===== config.mk =====
export PLATFORM = sky130hd
export DESIGN_NAME = mine_field_dp_flat
export DESIGN_NICKNAME = d
export VERILOG_FILES = /design/src/rtl/mine_field_dp_if.sv /design/src/rtl/mine_field_dp.sv /design/src/flat_wrapper.sv
export SDC_FILE = /design/constraint.sdc
export NUM_CORES = 1
export LEC_CHECK = 0
export BUFFER_PORTS_ARGS = -buffer_cell sky130_fd_sc_hd__buf_4
export CAP_MARGIN = 0
export CORE_MARGIN = 4
export CORE_UTILIZATION = 55
export CTS_BUF_LIST = sky130_fd_sc_hd__clkbuf_16
export CTS_CLUSTER_SIZE = 20
export DETAILED_ROUTE_END_ITERATION = 8
export GPL_TIMING_DRIVEN = 1
export PLACE_DENSITY = 0.75
export SLEW_MARGIN = 20
export SYNTH_ARGS = -nofsm -noshare
export SYNTH_HDL_FRONTEND = slang
export SYNTH_SLANG_ARGS = --single-unit

===== constraint.sdc =====
create_clock -name clka -period 6.9 [get_ports clka]
set_input_delay 0 -clock clka [delete_from_list [all_inputs] [get_ports clka]]
set_output_delay 0 -clock clka [all_outputs]
set_load 0.02 [all_outputs]

===== src/rtl/mine_field_dp_if.sv =====
// Command/response bundle between the game controller, the minesweeper datapath and the display.
interface mine_field_dp_if #(
    parameter int unsigned ROWS    = 5,
    parameter int unsigned COLS    = 5,
    parameter int unsigned SCORE_W = 32
);
    localparam int unsigned N     = ROWS * COLS;
    localparam int unsigned IDX_W = $clog2(N);

    logic               start;
    logic [N-1:0]       mines_in;
    logic               cmd_valid;
    logic               cmd_ready;
    logic [IDX_W-1:0]   data;
    logic               resp_valid;
    logic               resp_ready;
    logic [3:0]         n_nearby;
    logic               err;
    logic               gameover;
    logic               win;
    logic [N-1:0]       cleared;
    logic [SCORE_W-1:0] global_score;

    modport master (
        output start, mines_in, cmd_valid, data, resp_ready,
        input  cmd_ready, resp_valid, n_nearby, err, gameover, win, cleared, global_score
    );

    modport slave (
        input  start, mines_in, cmd_valid, data, resp_ready,
        output cmd_ready, resp_valid, n_nearby, err, gameover, win, cleared, global_score
    );
endinterface


===== src/rtl/mine_field_dp.sv =====
// Minesweeper datapath: validates a selected cell, counts its mines one neighbour per cycle.
// Optional MINE_AUTO_CLEAR_EN: a zero-count cell also clears its in-bound neighbours.
module mine_field_dp #(
    parameter int unsigned ROWS    = 5,
    parameter int unsigned COLS    = 5,
    parameter int unsigned SCORE_W = 32
) (
    input  logic           clka,
    input  logic           restart_n,
    mine_field_dp_if.slave bus
);
    localparam int unsigned N     = ROWS * COLS;
    localparam int unsigned IDX_W = $clog2(N);
    localparam int unsigned RC_W  = 4;
    localparam int unsigned CNT_W = 4;
    localparam int unsigned K_W   = 3;

    typedef enum logic [2:0] {
        S_IDLE, S_READY, S_CHECK, S_SCAN, S_RESOLVE, S_DONE
    } state_e;

    state_e             state_q,      state_d;
    logic [N-1:0]       mines_q,      mines_d;
    logic [N-1:0]       cleared_q,    cleared_d;
    logic [IDX_W-1:0]   data_q,       data_d;
    logic [RC_W-1:0]    row_q,        row_d;
    logic [RC_W-1:0]    col_q,        col_d;
    logic [K_W-1:0]     k_q,          k_d;
    logic [CNT_W-1:0]   counter_q,    counter_d;
    logic [3:0]         n_nearby_q,   n_nearby_d;
    logic               err_q,        err_d;
    logic               gameover_q,   gameover_d;
    logic               win_q,        win_d;
    logic [SCORE_W-1:0] score_q,      score_d;
    logic               cmd_ready_q,  cmd_ready_d;
    logic               resp_valid_q, resp_valid_d;
    logic               oob;

    // Neighbour k offsets, row-major around the centre cell.
    function automatic int nbr_dr(input logic [K_W-1:0] k);
        case (k)
            3'd0, 3'd1, 3'd2: return -1;
            3'd3, 3'd4:       return 0;
            default:          return 1;
        endcase
    endfunction

    function automatic int nbr_dc(input logic [K_W-1:0] k);
        case (k)
            3'd0, 3'd3, 3'd5: return -1;
            3'd1, 3'd6:       return 0;
            default:          return 1;
        endcase
    endfunction

    function automatic logic nbr_in(input logic [RC_W-1:0] r, input logic [RC_W-1:0] c,
                                    input logic [K_W-1:0] k);
        int nr;
        int nc;
        nr = int'(r) + nbr_dr(k);
        nc = int'(c) + nbr_dc(k);
        return (nr >= 0) && (nr < int'(ROWS)) && (nc >= 0) && (nc < int'(COLS));
    endfunction

    // Only meaningful when nbr_in() holds for the same arguments.
    function automatic logic [IDX_W-1:0] nbr_idx(input logic [RC_W-1:0] r, input logic [RC_W-1:0] c,
                                                 input logic [K_W-1:0] k);
        return IDX_W'((int'(r) + nbr_dr(k)) * int'(COLS) + int'(c) + nbr_dc(k));
    endfunction

    always_ff @(posedge clka or negedge restart_n) begin
        if (!restart_n) begin
            state_q      <= S_IDLE;
            mines_q      <= '0;
            cleared_q    <= '0;
            data_q       <= '0;
            row_q        <= '0;
            col_q        <= '0;
            k_q          <= '0;
            counter_q    <= '0;
            n_nearby_q   <= '0;
            err_q        <= 1'b0;
            gameover_q   <= 1'b0;
            win_q        <= 1'b0;
            score_q      <= '0;
            cmd_ready_q  <= 1'b0;
            resp_valid_q <= 1'b0;
        end else begin
            state_q      <= state_d;
            mines_q      <= mines_d;
            cleared_q    <= cleared_d;
            data_q       <= data_d;
            row_q        <= row_d;
            col_q        <= col_d;
            k_q          <= k_d;
            counter_q    <= counter_d;
            n_nearby_q   <= n_nearby_d;
            err_q        <= err_d;
            gameover_q   <= gameover_d;
            win_q        <= win_d;
            score_q      <= score_d;
            cmd_ready_q  <= cmd_ready_d;
            resp_valid_q <= resp_valid_d;
        end
    end

    always_comb begin
        state_d    = state_q;
        mines_d    = mines_q;
        cleared_d  = cleared_q;
        data_d     = data_q;
        row_d      = row_q;
        col_d      = col_q;
        k_d        = k_q;
        counter_d  = counter_q;
        n_nearby_d = n_nearby_q;
        err_d      = err_q;
        gameover_d = gameover_q;
        win_d      = win_q;
        score_d    = score_q;
        oob        = int'(data_q) >= int'(N);

        case (state_q)
            S_IDLE: ;
            S_READY: begin
                if (bus.cmd_valid && cmd_ready_q) begin
                    data_d  = bus.data;
                    state_d = S_CHECK;
                end
            end
            S_CHECK: begin
                if (oob) begin
                    err_d   = 1'b1;
                    state_d = S_DONE;
                end else if (cleared_q[data_q]) begin
                    err_d   = 1'b1;
                    state_d = S_DONE;
                end else if (mines_q[data_q]) begin
                    err_d              = 1'b0;
                    gameover_d         = 1'b1;
                    cleared_d[data_q]  = 1'b1;
                    state_d            = S_DONE;
                end else begin
                    err_d     = 1'b0;
                    counter_d = '0;
                    k_d       = '0;
                    row_d     = RC_W'(int'(data_q) / int'(COLS));
                    col_d     = RC_W'(int'(data_q) % int'(COLS));
                    state_d   = S_SCAN;
                end
            end
            S_SCAN: begin
                if (nbr_in(row_q, col_q, k_q) && mines_q[nbr_idx(row_q, col_q, k_q)]) begin
                    counter_d = counter_q + CNT_W'(1);
                end
                if (k_q == K_W'(7)) begin
                    state_d = S_RESOLVE;
                end else begin
                    k_d = k_q + K_W'(1);
                end
            end
            S_RESOLVE: begin
                cleared_d[data_q] = 1'b1;
                n_nearby_d        = counter_q;
`ifdef MINE_AUTO_CLEAR_EN
                if (counter_q == '0) begin
                    for (int k = 0; k < 8; k++) begin
                        if (nbr_in(row_q, col_q, K_W'(k))) begin
                            cleared_d[nbr_idx(row_q, col_q, K_W'(k))] = 1'b1;
                        end
                    end
                end
`endif
                if (&(mines_q | cleared_d)) begin
                    win_d      = 1'b1;
                    gameover_d = 1'b1;
                    if (score_q != '1) begin
                        score_d = score_q + SCORE_W'(1);
                    end
                end
                state_d = S_DONE;
            end
            S_DONE: begin
                if (bus.resp_ready) begin
                    state_d = S_READY;
                end
            end
            default: state_d = S_IDLE;
        endcase

        // New game overrides everything in flight, but the win tally survives.
        if (bus.start) begin
            mines_d    = bus.mines_in;
            cleared_d  = '0;
            gameover_d = 1'b0;
            win_d      = 1'b0;
            n_nearby_d = '0;
            err_d      = 1'b0;
            state_d    = S_READY;
        end

        cmd_ready_d  = (state_d == S_READY) && !gameover_d;
        resp_valid_d = (state_d == S_DONE);
    end

    assign bus.cmd_ready    = cmd_ready_q;
    assign bus.resp_valid   = resp_valid_q;
    assign bus.n_nearby     = n_nearby_q;
    assign bus.err          = err_q;
    assign bus.gameover     = gameover_q;
    assign bus.win          = win_q;
    assign bus.cleared      = cleared_q;
    assign bus.global_score = score_q;
endmodule


===== src/flat_wrapper.sv =====
// flat-port wrapper written by rule: the top's interface ports become plain ports
module mine_field_dp_flat 
#(
    parameter int unsigned ROWS    = 5,
    parameter int unsigned COLS    = 5,
    parameter int unsigned SCORE_W = 32
)
  (clka, restart_n, bus_start, bus_mines_in, bus_cmd_valid, bus_data, bus_resp_ready, bus_cmd_ready, bus_resp_valid, bus_n_nearby, bus_err, bus_gameover, bus_win, bus_cleared, bus_global_score);
  mine_field_dp_if #(.ROWS(ROWS), .COLS(COLS), .SCORE_W(SCORE_W)) bus_i ();
  input  logic clka;
  input  logic restart_n;
  input wire logic [$bits(bus_i.start)-1:0] bus_start;
  input wire logic [$bits(bus_i.mines_in)-1:0] bus_mines_in;
  input wire logic [$bits(bus_i.cmd_valid)-1:0] bus_cmd_valid;
  input wire logic [$bits(bus_i.data)-1:0] bus_data;
  input wire logic [$bits(bus_i.resp_ready)-1:0] bus_resp_ready;
  output wire logic [$bits(bus_i.cmd_ready)-1:0] bus_cmd_ready;
  output wire logic [$bits(bus_i.resp_valid)-1:0] bus_resp_valid;
  output wire logic [$bits(bus_i.n_nearby)-1:0] bus_n_nearby;
  output wire logic [$bits(bus_i.err)-1:0] bus_err;
  output wire logic [$bits(bus_i.gameover)-1:0] bus_gameover;
  output wire logic [$bits(bus_i.win)-1:0] bus_win;
  output wire logic [$bits(bus_i.cleared)-1:0] bus_cleared;
  output wire logic [$bits(bus_i.global_score)-1:0] bus_global_score;
  assign bus_i.start = bus_start;
  assign bus_i.mines_in = bus_mines_in;
  assign bus_i.cmd_valid = bus_cmd_valid;
  assign bus_i.data = bus_data;
  assign bus_i.resp_ready = bus_resp_ready;
  assign bus_cmd_ready = bus_i.cmd_ready;
  assign bus_resp_valid = bus_i.resp_valid;
  assign bus_n_nearby = bus_i.n_nearby;
  assign bus_err = bus_i.err;
  assign bus_gameover = bus_i.gameover;
  assign bus_win = bus_i.win;
  assign bus_cleared = bus_i.cleared;
  assign bus_global_score = bus_i.global_score;
  mine_field_dp #(.ROWS(ROWS), .COLS(COLS), .SCORE_W(SCORE_W)) u_core (.clka(clka), .restart_n(restart_n), .bus(bus_i));
endmodule

# Word-level counts from Yosys, hierarchy flattened

Index checks and enable logic that the tools add are counted.

Output and inout bits: 66
Input port bits: 35
Logic and storage cells: 138
Flip-flop bits (word level): 114

Add/sub/neg operators: 7
Reduce and logical (&&, ||, !) cells: 27
Eq/ne operators: 23
Multiplexer cells: 50
Divide/modulo/power cells: 2
Multiply operators: 1
Bitwise logic cells: 5
$lt $le $gt $ge: 8

Operator list:

| operator                                                                       | count |
|---|---|
| 32-bit case mux with 2 select lines                                            | 2 |
| 25-bit 2-to-1 mux                                                              | 4 |
| 5-bit by 32-bit adder with 32-bit output                                       | 2 |
| 32-bit by 1-bit >= comparator with 1-bit output (second input constant)        | 2 |
| 32-bit by 4-bit less-than comparator with 1-bit output (second input constant) | 2 |
| 32-bit 2-to-1 mux                                                              | 2 |
| 25-bit OR                                                                      | 2 |
| 25-bit case mux with 2 select lines                                            | 1 |
| 3-bit 2-to-1 mux                                                               | 11 |
| 32-bit by 1-bit adder with 32-bit output (second input constant)               | 1 |
| 6-bit by 4-bit divider with 32-bit output (second input constant)              | 1 |
| 6-bit by 4-bit modulo with 32-bit output (second input constant)               | 1 |
| 32-bit by 4-bit multiplier with 5-bit output (second input constant)           | 1 |
| 32-bit != test (second input constant)                                         | 1 |
| 27-bit AND reduction                                                           | 1 |
| 25-bit AND reduction                                                           | 1 |
| 4-bit 2-to-1 mux                                                               | 6 |
| 3-bit == test (second input constant)                                          | 7 |
| 3-bit case mux with 6 select lines                                             | 1 |
| 1-bit 2-to-1 mux                                                               | 16 |
| 1-bit binary-select mux with 5-bit select                                      | 3 |
| 3-bit by 2-bit == test with 1-bit output (second input constant)               | 4 |
| 5-bit by 6-bit less-than comparator with 1-bit output (second input constant)  | 2 |
| 5-bit adder                                                                    | 2 |
| other kinds (24)                                                               | 47 |

# Depth between registers and ports, before layout

Gate-level depths: netlist of run 1.

Depth after elaboration: 13
Mapped depth: 25
Mapped depth without buffers: 25

# Worst setup path before layout of run 1

No wires, ideal clock.

Path type: reg-to-reg
Start point: register u_core.k_q[0]
End point: register u_core.counter_q[0]
Setup time: 125 ps
Arrival: 5658 ps
Required time: 6775 ps
Buffers on the path: 0
Cell stages (with the launch flop): 26
Period minus slack after synthesis: 5782 ps
Slack: 1118 ps
Path through: dfrtp_1 -> inv_1 -> ha_1 -> nor3_1 -> nor2_1 -> inv_1 -> nand2_1 -> ha_1 -> a21oi_1 -> o21bai_1 -> inv_1 -> ha_1 -> inv_1 -> fa_1 -> ha_1 -> inv_1 -> fa_1 -> inv_1 -> fa_1 -> xnor2_1 -> xnor2_1 -> xnor3_1 -> or3b_1 -> and3_1 -> nand3_1 -> mux2_2

Cells in the longest elaborated chain, start to end: 13
Elaborated cells between the ends (all ways): 32
Those cells by class: add/sub: 4; mul: 1; order compare: 4; eq/ne: 7; mux: 6; reduce/logical: 10

RTL lines:

| what                                                                   | RTL line                                 | text |
|---|---|---|
| start: declaration                                                     | mine_field_dp.sv:28                      | `logic [K_W-1:0] k_q, k_d;` |
| start signal: assignment                                               | mine_field_dp.sv:95                      | `k_q <= k_d;` |
| 3-bit by 2-bit == test with 1-bit output, or another cell as far along | mine_field_dp.sv:41                      | `case (k)` |
| 3-bit OR reduction / 2-bit OR reduction (equally long branches)        | mine_field_dp.sv:41                      |  |
| 32-bit case mux with 2 select lines                                    | mine_field_dp.sv:41                      |  |
| 32-bit 2-to-1 mux                                                      | mine_field_dp.sv:123                     | `case (state_q)` |
| 5-bit by 32-bit adder with 32-bit output                               | mine_field_dp.sv:60, mine_field_dp.sv:68 |  |
| 32-bit by 4-bit multiplier with 5-bit output                           | mine_field_dp.sv:68                      | `return IDX_W'((int'(r) + nbr_dr(k)) * int'(COLS) + int'(c) + nbr_dc(k));` |
| 5-bit adder (2 in a row)                                               | mine_field_dp.sv:68                      |  |
| 1-bit binary-select mux with 5-bit select                              | mine_field_dp.sv:153                     | `if (nbr_in(row_q, col_q, k_q) && mines_q[nbr_idx(row_q, col_q, k_q)]) begin` |
| 1-bit 2-to-1 mux (implied by the code)                                 | mine_field_dp.sv:153                     |  |
| 1-bit logical AND (*)                                                  | mine_field_dp.sv:153                     |  |
| 2-bit by 1-bit != test with 1-bit output (no source line) (*)          | n/a                                      |  |
| 5-bit AND reduction (no source line) (*)                               | n/a                                      |  |
| end signal: assignment                                                 | mine_field_dp.sv:96                      | `counter_q <= counter_d;` |
| end: declaration                                                       | mine_field_dp.sv:29                      | `logic [CNT_W-1:0] counter_q, counter_d;` |

Every way passes the cells marked *; elsewhere a longest branch is shown, timed or not. The select of a mux whose other input is x is not followed.
A chain may end at the register's enable or synchronous reset.

# Worst setup path after layout of run 1

Start point: register u_core.k_q[1]
End point: register u_core.counter_q[0]

The elaborated chain is that of the path after synthesis.

==> impl_metrics.toml, run 1 <==
[cts]
cts_buffers = 17
clk_latency_ns = 0.43
ctsLongestPathBuffers = 2
root_buffer = "clkbuf_16"
path_clk_slew_ns = 0.06
cts_htree_levels = 4
cts_tree = "done"
clock_sinks = 113

[finish]
syn2layout_area_growth_pct = 21.9
final_cell_count_no_fill = 1058
finalNetCount = 956
antenna_cells = 0
drive_above_1_share_pct = 23.6
fin_area_um2 = 9270

[critical_path]
crit_slowest_cell = "nor2_1"
cp_cell_sequence = "inv_1, ha_1, nor3_1, nor2_1, inv_1, nand2_1, ha_1, a21oi_1, o21bai_1, inv_1, ha_1, inv_1, fa_1, ha_1, inv_1, fa_1, inv_1, fa_1, inv_1, mux4_2, or3b_1, and3_1, nand3_1, mux2_2"
required_ns = 7.21
setup.worst_path.start = "u_core.k_q[1]"
timing.rr.end = "u_core.counter_q[0]"
crit_path_end_kind = "register"
cp.arrival_ns = 6.76
crit_path_max_fanout = 13
startpoint_type = "register"
crit_path_end = "u_core.counter_q[0]"
critPathKind = "register to register"
regToRegSetupSlack_ns = 0.45
r2r_cells = 24
cp_common_cell = "inv_1"
r2r_start = "u_core.k_q[1]"
cp_slowest_stage_delay_ns = 0.64

[synth]
syn_inst = 752
ys.flop_type = "dfrtp_1"
synth_fp_nets = 839
synthesis.area_um2 = 7600
seq_area_frac_synth_pct = 37.2
avgSynthCellArea_um2 = 10.1
synth_seq_cells = 113
synth_edf_count = 0
synth_cell_types = 84
async_flop_share_pct = 100
synth_warnings = 0

[place]
port_buffers = 100
dp_cells = 995
placed_area_um2 = 8400
routabilityCongestion = 0.934
dp_hpwl_mm = 14.9

[min_path]
holdPathStages = 4
hp-class = "input pin to register"

[global_route]
grt_max_degree = 61
grt_usage_pct = 27.5
grt_overflow = 0
antenna_found_initial = 0
grt_pass1_vias = 6726
grt_pass1_wl_mm = 35.0

[drt]
drtIter0Drc = 587
drc_errors = 0
ant_nets = 0
wl_per_cell_um = 20.1
viasPerCell = 6.24
wl_mm = 21.3
via_count = 6597
firstDrtPassIters = 5

[sta]
slew_headroom_pct = 34.9
fin_crit_sh_pct = 93.5
min_period_ns = 6.45
hold-worst-slack_ns = 0.0381
setup_tns_ns = 0
max_freq_mhz = 155
slew_viol_final = 0
setup_viol = 0
rsz0062_at_grt = "no"
worst_pin_slew_ns = 0.973
final_hold_viol_count = 0
clock_skew_ns = 0.0112

[floorplan]
coreArea_um2 = 13400
start_util_pct = 56.7
die_y_um = 126
die_x_um = 126
pin_count = 101
rows = 42
die_area_um2 = 15800

[power]
irDropWorstVdd_mv = 0.731
leakagePower_nw = 4.31
powerDensity_nw_per_um2 = 582
total_power_mw = 5.39

[flow_run]
drv_cap = 0

[run_status]
status = "finished, final reports clean"
==> sequential cells by signal, summed over array words and instances, names as in the netlist, 4 cells and up <==
signal / flops
u_core.bus.global_score: 32
u_core.mines_q: 25
u_core.bus.cleared: 25
u_core.data_q: 5
u_core.col_q: 4
u_core.counter_q: 4
u_core.bus.n_nearby: 4
==> layout by cell type, fill, tap and decap left out, drive strengths merged, types with 12 or more instances in the layout <==
cell type	count
mux2i	24
nor3	27
o21ai	22
inv	43
xor2	27
nand3	27
dlygate4sd3	31
nor2	76
dfrtp	113
xnor2	12
a31oi	24
a21oi	20
ha	44
buf	105
mux2	34
nand2	36
clkbuf	17
==> worst min path at each step <==
| stage | start | end | slack [ns] |
|---|---|---|---|
| after floorplan | restart_n | u_core.bus.cleared[0] | -0.30 |
| after global placement | restart_n | u_core.bus.global_score[4] | 0.09 |
| after detailed placement | restart_n | u_core.bus.global_score[4] | 0.11 |
| after CTS | bus_resp_ready | u_core.state_q[2] | 0.02 |
| after global routing | bus_resp_ready | u_core.state_q[2] | 0.08 |
| final | bus_resp_ready | u_core.state_q[2] | 0.04 |
==> cell families after synthesis <==
logic type / after synthesis / synth area share (%)
XOR/XNOR: 40 / 4.79
AND/OR/NAND/NOR: 258 / 19.1
AO/OA/AOI/OAI: 146 / 14.0
adder cells (fa/ha/maj): 52 / 9.35
buffers and inverters: 76 / 4.69
flip-flops: 113 / 37.2
multiplexers: 67 / 10.9
==> cells in the mapped netlist (4+ instances only) <==
library cell | n | share of area, %
o21a_1 | 4 | 0.40
a21o_1 | 7 | 0.69
a31oi_1 | 24 | 2.0
nor2b_1 | 11 | 0.91
and2_1 | 6 | 0.49
clkbuf_1 | 16 | 0.79
o22ai_1 | 6 | 0.49
nor2_1 | 76 | 3.8
nand3_1 | 27 | 1.8
mux4_2 | 9 | 2.7
buf_2 | 12 | 0.79
xnor2_1 | 12 | 1.4
nor3_1 | 19 | 1.3
a211oi_1 | 4 | 0.40
mux2_2 | 34 | 5.0
a211o_1 | 4 | 0.46
fa_1 | 8 | 2.1
a21oi_1 | 20 | 1.3
and3_1 | 11 | 0.91
mux2i_1 | 24 | 3.2
xor2_1 | 27 | 3.1
ha_1 | 44 | 7.2
nand2b_1 | 10 | 0.82
o21ai_0 | 22 | 1.4
nand4_1 | 11 | 0.91
dfrtp_1 | 113 | 37
nor4_1 | 5 | 0.41
a22oi_1 | 8 | 0.79
inv_1 | 38 | 1.9
or2_2 | 4 | 0.33
buf_6 | 7 | 1.0
nand2_1 | 36 | 1.8
and4_1 | 4 | 0.46
nor3_2 | 8 | 1.1
a41oi_1 | 5 | 0.58
==> power breakdown <==
part	switching [mW]	total, mW	internal [mW]
Combinational	1.93	3.67	1.74
Sequential	0.141	0.877	0.736
Clock	0.347	0.844	0.497
Total	2.42	5.39	2.97
==> through the flow <==
stage	setup slack, ns	util, %
after floorplan	1.12	-
after global placement	0.803	62.7
after detailed placement	0.509	62.7
after CTS	0.486	69.1
after global routing	0.0307	69.2
final	0.448	69.2
==> per-layer routing <==
layer	vias to the layer above	routed length [um]	GRT usage (%)	part of all wire (%)
li1	2997	-	-	-
met1	3231	8810	35.5	41
met2	306	10100	43.4	47
met3	63	1580	6.40	7.4
met4	0	805	13.8	3.8
met5	-	0	0	0
==> critical path, delay by kind of cell (launching register included) <==
kind | cells | cell delay (ns)
compound gates | 2 | 0.32
buf+inv | 7 | 0.75
flops | 1 | 0.40
simple gates | 6 | 1.56
fa+ha+maj | 7 | 2.44
mux | 2 | 0.86
==> timing repair <==
item	4_1_cts	5_1_grt
setup buffers	0	0
resized for setup	0	0
hold buffers	31	0
endpoints found under the setup margin	0	0
hold endpoints to repair	84	0
==> layout make-up <==
cell class	count	area, um2
multi-input cells	563	4420
fillers	1048	4130
flip-flops and latches	113	2830
repair buffers	136	1100
clock buffers	17	425
well taps	176	220
inverters	38	143
clock inverters	15	133
No activity file was read; power rests on OpenSTA's default activity.
==> run 2: changes to the inputs <==
--- a/config.mk
+++ b/config.mk
@@ -13,7 +13,8 @@
 export CTS_CLUSTER_SIZE = 20
 export DETAILED_ROUTE_END_ITERATION = 8
 export GPL_TIMING_DRIVEN = 1
-export PLACE_DENSITY = 0.75
+export PLACE_DENSITY = 0.87
+export RECOVER_POWER = 25
 export SLEW_MARGIN = 20
 export SYNTH_ARGS = -nofsm -noshare
 export SYNTH_HDL_FRONTEND = slang
==> impl_metrics.toml, run 2 (synthesis results as in run 1) <==
[run_status]
status = "complete, but fails checks"
violations = "capacitance limit, slew limit"

[power]
leakagePower_nw = 4.27
total_power_mw = 5.37
irDropWorstVdd_mv = 0.537
p_seq_share_pct = 17.7
clock_power_share_pct = 14.8
pwr-share-comb_pct = 67.6
p_sw_mw = 2.41
powerDensity_nw_per_um2 = 584
internal_power_mw = 2.95
power.share.switching_pct = 45.0

[sta]
clock_skew_ns = 0.00876
worst_pin_slew_ns = 2.21
fin_ws_ns = 0.589
final_hold_viol_count = 0
fin_crit_sh_pct = 91.5
rsz0062_at_grt = "no"
slew_headroom_pct = -47.5
setup_tns_ns = 0
max_freq_mhz = 158
slew_viol_final = 41
setup_viol = 0
min_period_ns = 6.31

[finish]
ff_latch_area_um2 = 2830
nFillCells = 941
syn2layout_area_growth_pct = 21.0
multi_input_area_um2 = 4430
final_common_cell = "dfrtp_1"
largest_reg_flops = 32
drive_above_1_share_pct = 21.8
antenna_cells = 0
finalCoreUtilization_pct = 68.6
most-common-layout-cells = "dfrtp_1 (112), buf_4 (93), nor2_1 (75)"
finalNetCount = 954

[place]
dpl_worst_slack_ns = 0.439
port_buffers = 100
routabilityCongestion = 0.901
dp_hpwl_mm = 14.4

[drt]
firstDrtPassIters = 7
drtIter0Drc = 750
viasPerCell = 6.33
ant_nets = 0
via_count = 6684
drc_errors = 0
wl_per_cell_um = 20.1
wl_mm = 21.2

[global_route]
antenna_found_initial = 0
grt_pass1_vias = 6968
grt_pass1_wl_mm = 35.1
grt_overflow = 0
grt_usage_pct = 27.4
grt_max_degree = 75

[critical_path]
startpoint_type = "register"
timing.rr.end = "u_core.counter_q[0]"
crit_path_end_kind = "register"
crit_path_max_fanout = 13
cp.arrival_ns = 6.63
cp_cell_sequence = "inv_1, ha_1, nor3_1, nor2_2, inv_1, nand2_1, ha_1, a21oi_1, o21bai_1, inv_1, ha_1, inv_1, fa_1, ha_1, inv_1, fa_1, inv_1, fa_1, inv_1, mux4_2, or3b_1, and3_1, nand3_1, mux2_2"
crit_buf_inv = 7
critPathKind = "register to register"
crit_slowest_cell = "fa_1"
cp_common_cell = "inv_1"
r2r_cells = 24
regToRegSetupSlack_ns = 0.59
required_ns = 7.21
cp_top_family = "adder cells"
cp_slowest_stage_delay_ns = 0.54
r2r_start = "u_core.k_q[0]"

[cts]
ctsLongestPathBuffers = 2
clock_sinks = 113
cts_buffers = 17
path_clk_slew_ns = 0.05
cts_htree_levels = 4
postCtsSetupBuffers = 0
clk_latency_ns = 0.43
cts_tree = "done"
root_buffer = "clkbuf_16"

[min_path]
whs_endpoint = "u_core.state_q[2]"
holdPathStages = 4
hp-class = "input pin to register"
min_from = "bus_resp_ready"

[floorplan]
die_x_um = 126
rows = 42
die_area_um2 = 15800
pin_count = 101
coreArea_um2 = 13400
start_util_pct = 56.7
die_y_um = 126

[flow_run]
drv_cap = 1
[run 2: worst max path at each step]
stage	from	endpoint	slack [ns]	cells after the start
after floorplan	u_core.k_q[0]	u_core.counter_q[0]	1.12	25
after global placement	u_core.k_q[0]	u_core.counter_q[0]	0.79	24
after detailed placement	u_core.k_q[0]	u_core.counter_q[0]	0.44	24
after CTS	u_core.k_q[0]	u_core.counter_q[0]	0.37	24
after global routing	u_core.k_q[0]	u_core.counter_q[0]	0.16	24
final	u_core.k_q[0]	u_core.counter_q[0]	0.59	24
[run 2: timing repair]
action | 4_1_cts | 5_1_grt
endpoints found under the setup margin | 0 | 2
gates resized for setup | 0 | 1
endpoints found under the hold margin | 69 | 0
hold buffers | 31 | 0
[run 2: cell type report]
class / count / share of cell area (%)
multi-input cells: 563 / 48.1
clock inverters: 15 / 1.14
repair buffers: 134 / 11.4
well taps: 176 / 2.40
clock buffers: 17 / 4.63
flip-flops and latches: 113 / 30.8
inverters: 38 / 1.55
[run 2: power groups by stage]
stage	sequential (mW)	clock [mW]	combinational, mW
final	0.949	0.792	3.62
after global routing	0.963	0.827	4.01
after CTS	0.939	0.790	3.58
after detailed placement	0.947	0	3.52
after global placement	0.944	0	3.29
after floorplan	0.814	0	2.93
[run 2: metrics by stage]
step / instances / instance area, um2 / hold WS [ns]
floorplan: 752 / 7600 / -0.296
global placement: 993 / 8390 / 0.00698
detailed placement: 993 / 8390 / 0.00998
CTS: 1056 / 9230 / 0.0236
global route: 1056 / 9190 / 0.0694
finish: 1056 / 9190 / 0.0336
[run 2: per-layer routing]
metal  part of all wire [%]  wire, um  up-vias  track usage, %
li1                       -         -     2994               -
met1                     39      8320     3269            34.0
met2                     50     10600      337            46.1
met3                    7.1      1510       84            6.01
met4                    4.0       843        0            11.9
met5                      0         0        -               0
[run 2: worst reg2reg max path, delay by kind of cell (launching register included)]
kind / cells / cell delay (ns)
fa+ha+maj: 7 / 2.45
simple gates: 6 / 1.31
mux: 2 / 0.88
buf+inv: 7 / 0.72
flops: 1 / 0.44
compound gates: 2 / 0.38
==> run 3: changes to the inputs <==
--- a/config.mk
+++ b/config.mk
@@ -8,12 +8,12 @@
 export BUFFER_PORTS_ARGS = -buffer_cell sky130_fd_sc_hd__buf_4
 export CAP_MARGIN = 0
 export CORE_MARGIN = 4
-export CORE_UTILIZATION = 55
+export CORE_UTILIZATION = 35
 export CTS_BUF_LIST = sky130_fd_sc_hd__clkbuf_16
 export CTS_CLUSTER_SIZE = 20
 export DETAILED_ROUTE_END_ITERATION = 8
 export GPL_TIMING_DRIVEN = 1
-export PLACE_DENSITY = 0.87
+export PLACE_DENSITY = 0.63
 export RECOVER_POWER = 25
 export SLEW_MARGIN = 20
 export SYNTH_ARGS = -nofsm -noshare
==> impl_metrics.toml, run 3 (synthesis results as in run 1) <==
[run_status]
status = "complete, but fails checks"
violations = "capacitance limit, slew limit"

[cts]
cts_hold_buffers = 31
clk_latency_ns = 0.41
path_clk_slew_ns = 0.06
root_buffer = "clkbuf_16"
clock_sinks = 113
cts_htree_levels = 4
cts_tree = "done"
cts_buffers = 17
postCtsSetupBuffers = 0
post_cts_resized = 0
ctsLongestPathBuffers = 2

[min_path]
hp-class = "input pin to register"
holdPathStages = 4

[power]
p_sw_mw = 2.29
clock_power_share_pct = 15.2
pwr-share-comb_pct = 68.6
irDropWorstVdd_mv = 0.741
internal_power_mw = 2.96
powerDensity_nw_per_um2 = 563
total_power_mw = 5.25
power.share.switching_pct = 43.7
leakagePower_nw = 4.25
p_seq_share_pct = 16.2

[place]
port_buffers = 100
dp_hpwl_mm = 15.7
dp_cells = 1096
placed_area_um2 = 8540
routabilityCongestion = 0.927

[finish]
nFillCells = 2062
fin_area_um2 = 9320
largest_reg_flops = 32
antenna_cells = 0
finalNetCount = 958
syn2layout_area_growth_pct = 22.6
final_common_cell = "dfrtp_1"
drive_above_1_share_pct = 21.6
final_cell_count_no_fill = 1158
most-common-layout-cells = "dfrtp_1 (112), buf_4 (91), nor2_1 (76)"

[sta]
setup_tns_ns = 0
worst_pin_slew_ns = 3.66
final_hold_viol_count = 0
setup_viol = 0
rsz0062_at_grt = "no"
min_period_ns = 6.33
clock_skew_ns = 0.0159
fin_crit_sh_pct = 91.8
slew_headroom_pct = -144
hold-worst-slack_ns = 0.0625
max_freq_mhz = 158
slew_viol_final = 68

[global_route]
grt_pass1_vias = 6433
grt_pass1_wl_mm = 35.5
grt_max_degree = 68
antenna_found_initial = 1
grt_overflow = 0
grt_usage_pct = 18.4

[critical_path]
required_ns = 7.19
critPathKind = "register to register"
r2r_cells = 25
crit_path_max_fanout = 13
startpoint_type = "register"
crit_path_end_kind = "register"
cp.arrival_ns = 6.62

[drt]
via_count = 6315
ant_nets = 0
viasPerCell = 5.45
firstDrtPassIters = 5
wl_mm = 21.7
drtIter0Drc = 416
wl_per_cell_um = 18.7
drc_errors = 0

[floorplan]
die_area_um2 = 24100
pin_count = 101
die_y_um = 155
die_x_um = 155
start_util_pct = 35.8
coreArea_um2 = 21200
rows = 53

[flow_run]
drv_cap = 1
[run 3: cell count changes in the layout (fill, tap and decap cells not counted), moves of 2 or more]
cell	before	now
clkbuf_1	10	16
buf_4	93	91
clkinv_1	3	1
clkinv_2	4	6
[run 3: path summary, 6_finish.rpt]
| kind | from | to | slack [ns] |
|---|---|---|---|
| max | u_core.k_q[0] | u_core.counter_q[0] | 0.57 |
| min | bus_cmd_valid | u_core.state_q[0] | 0.06 |
| max reg2reg | u_core.k_q[0] | u_core.counter_q[0] | 0.57 |
| min reg2reg | u_core.bus.global_score[12] | u_core.bus.global_score[12] | 0.48 |
| max in group asynchronous | restart_n | u_core.data_q[0] | 3.37 |
| min in group asynchronous | restart_n | u_core.bus.global_score[18] | 1.39 |
[run 3: layout make-up]
type / count / area, um2 / share of cell area (%)
clock buffer: 17 / 425 / 4.56
clock inverter: 14 / 103 / 1.10
inverter: 38 / 143 / 1.53
multi-input combinational: 563 / 4420 / 47.5
sequential: 113 / 2830 / 30.4
tap: 275 / 344 / 3.69
timing repair buffer: 138 / 1050 / 11.3
[run 3: worst max-delay path: stages (launching register included)]
cell	delay, ns
dfrtp_1	0.42
inv_1	0.11
ha_1	0.19
nor3_1	0.05
nor2_1	0.64
inv_1	0.20
nand2_1	0.12
ha_1	0.17
a21oi_1	0.06
o21bai_1	0.25
inv_1	0.08
ha_1	0.30
inv_1	0.06
fa_1	0.45
ha_1	0.28
inv_1	0.05
fa_1	0.54
inv_1	0.06
fa_1	0.45
xnor2_1	0.19
xnor2_1	0.16
xnor3_1	0.34
or3b_1	0.37
and3_1	0.21
nand3_1	0.12
mux2_2	0.35
[run 3: per-stage QoR]
stage	util (%)	setup slack [ns]
2_1_floorplan	-	1.12
3_3_place_gp	40.3	0.759
3_5_place_dp	40.3	0.567
4_1_cts	44.2	0.521
5_1_grt	43.9	0.154
6_report	43.9	0.567
[run 3: metal layers]
| metal | vias to the layer above | wire length [um] | GRT usage [%] |
|---|---|---|---|
| met2 | 189 | 10200 | 29.1 |
| met3 | 41 | 1050 | 3.56 |
| met5 | - | 7 | 0 |
| met4 | 2 | 577 | 5.96 |
| li1 | 3005 | - | - |
| met1 | 3078 | 9820 | 25.5 |
[run 3: power groups by stage]
stage | registers [mW] | logic, mW | clock network, mW
final | 0.852 | 3.60 | 0.797
after global routing | 0.865 | 4.06 | 0.845
after CTS | 0.851 | 3.60 | 0.812
after detailed placement | 0.862 | 3.55 | 0
after global placement | 0.860 | 3.46 | 0
after floorplan | 0.814 | 2.93 | 0
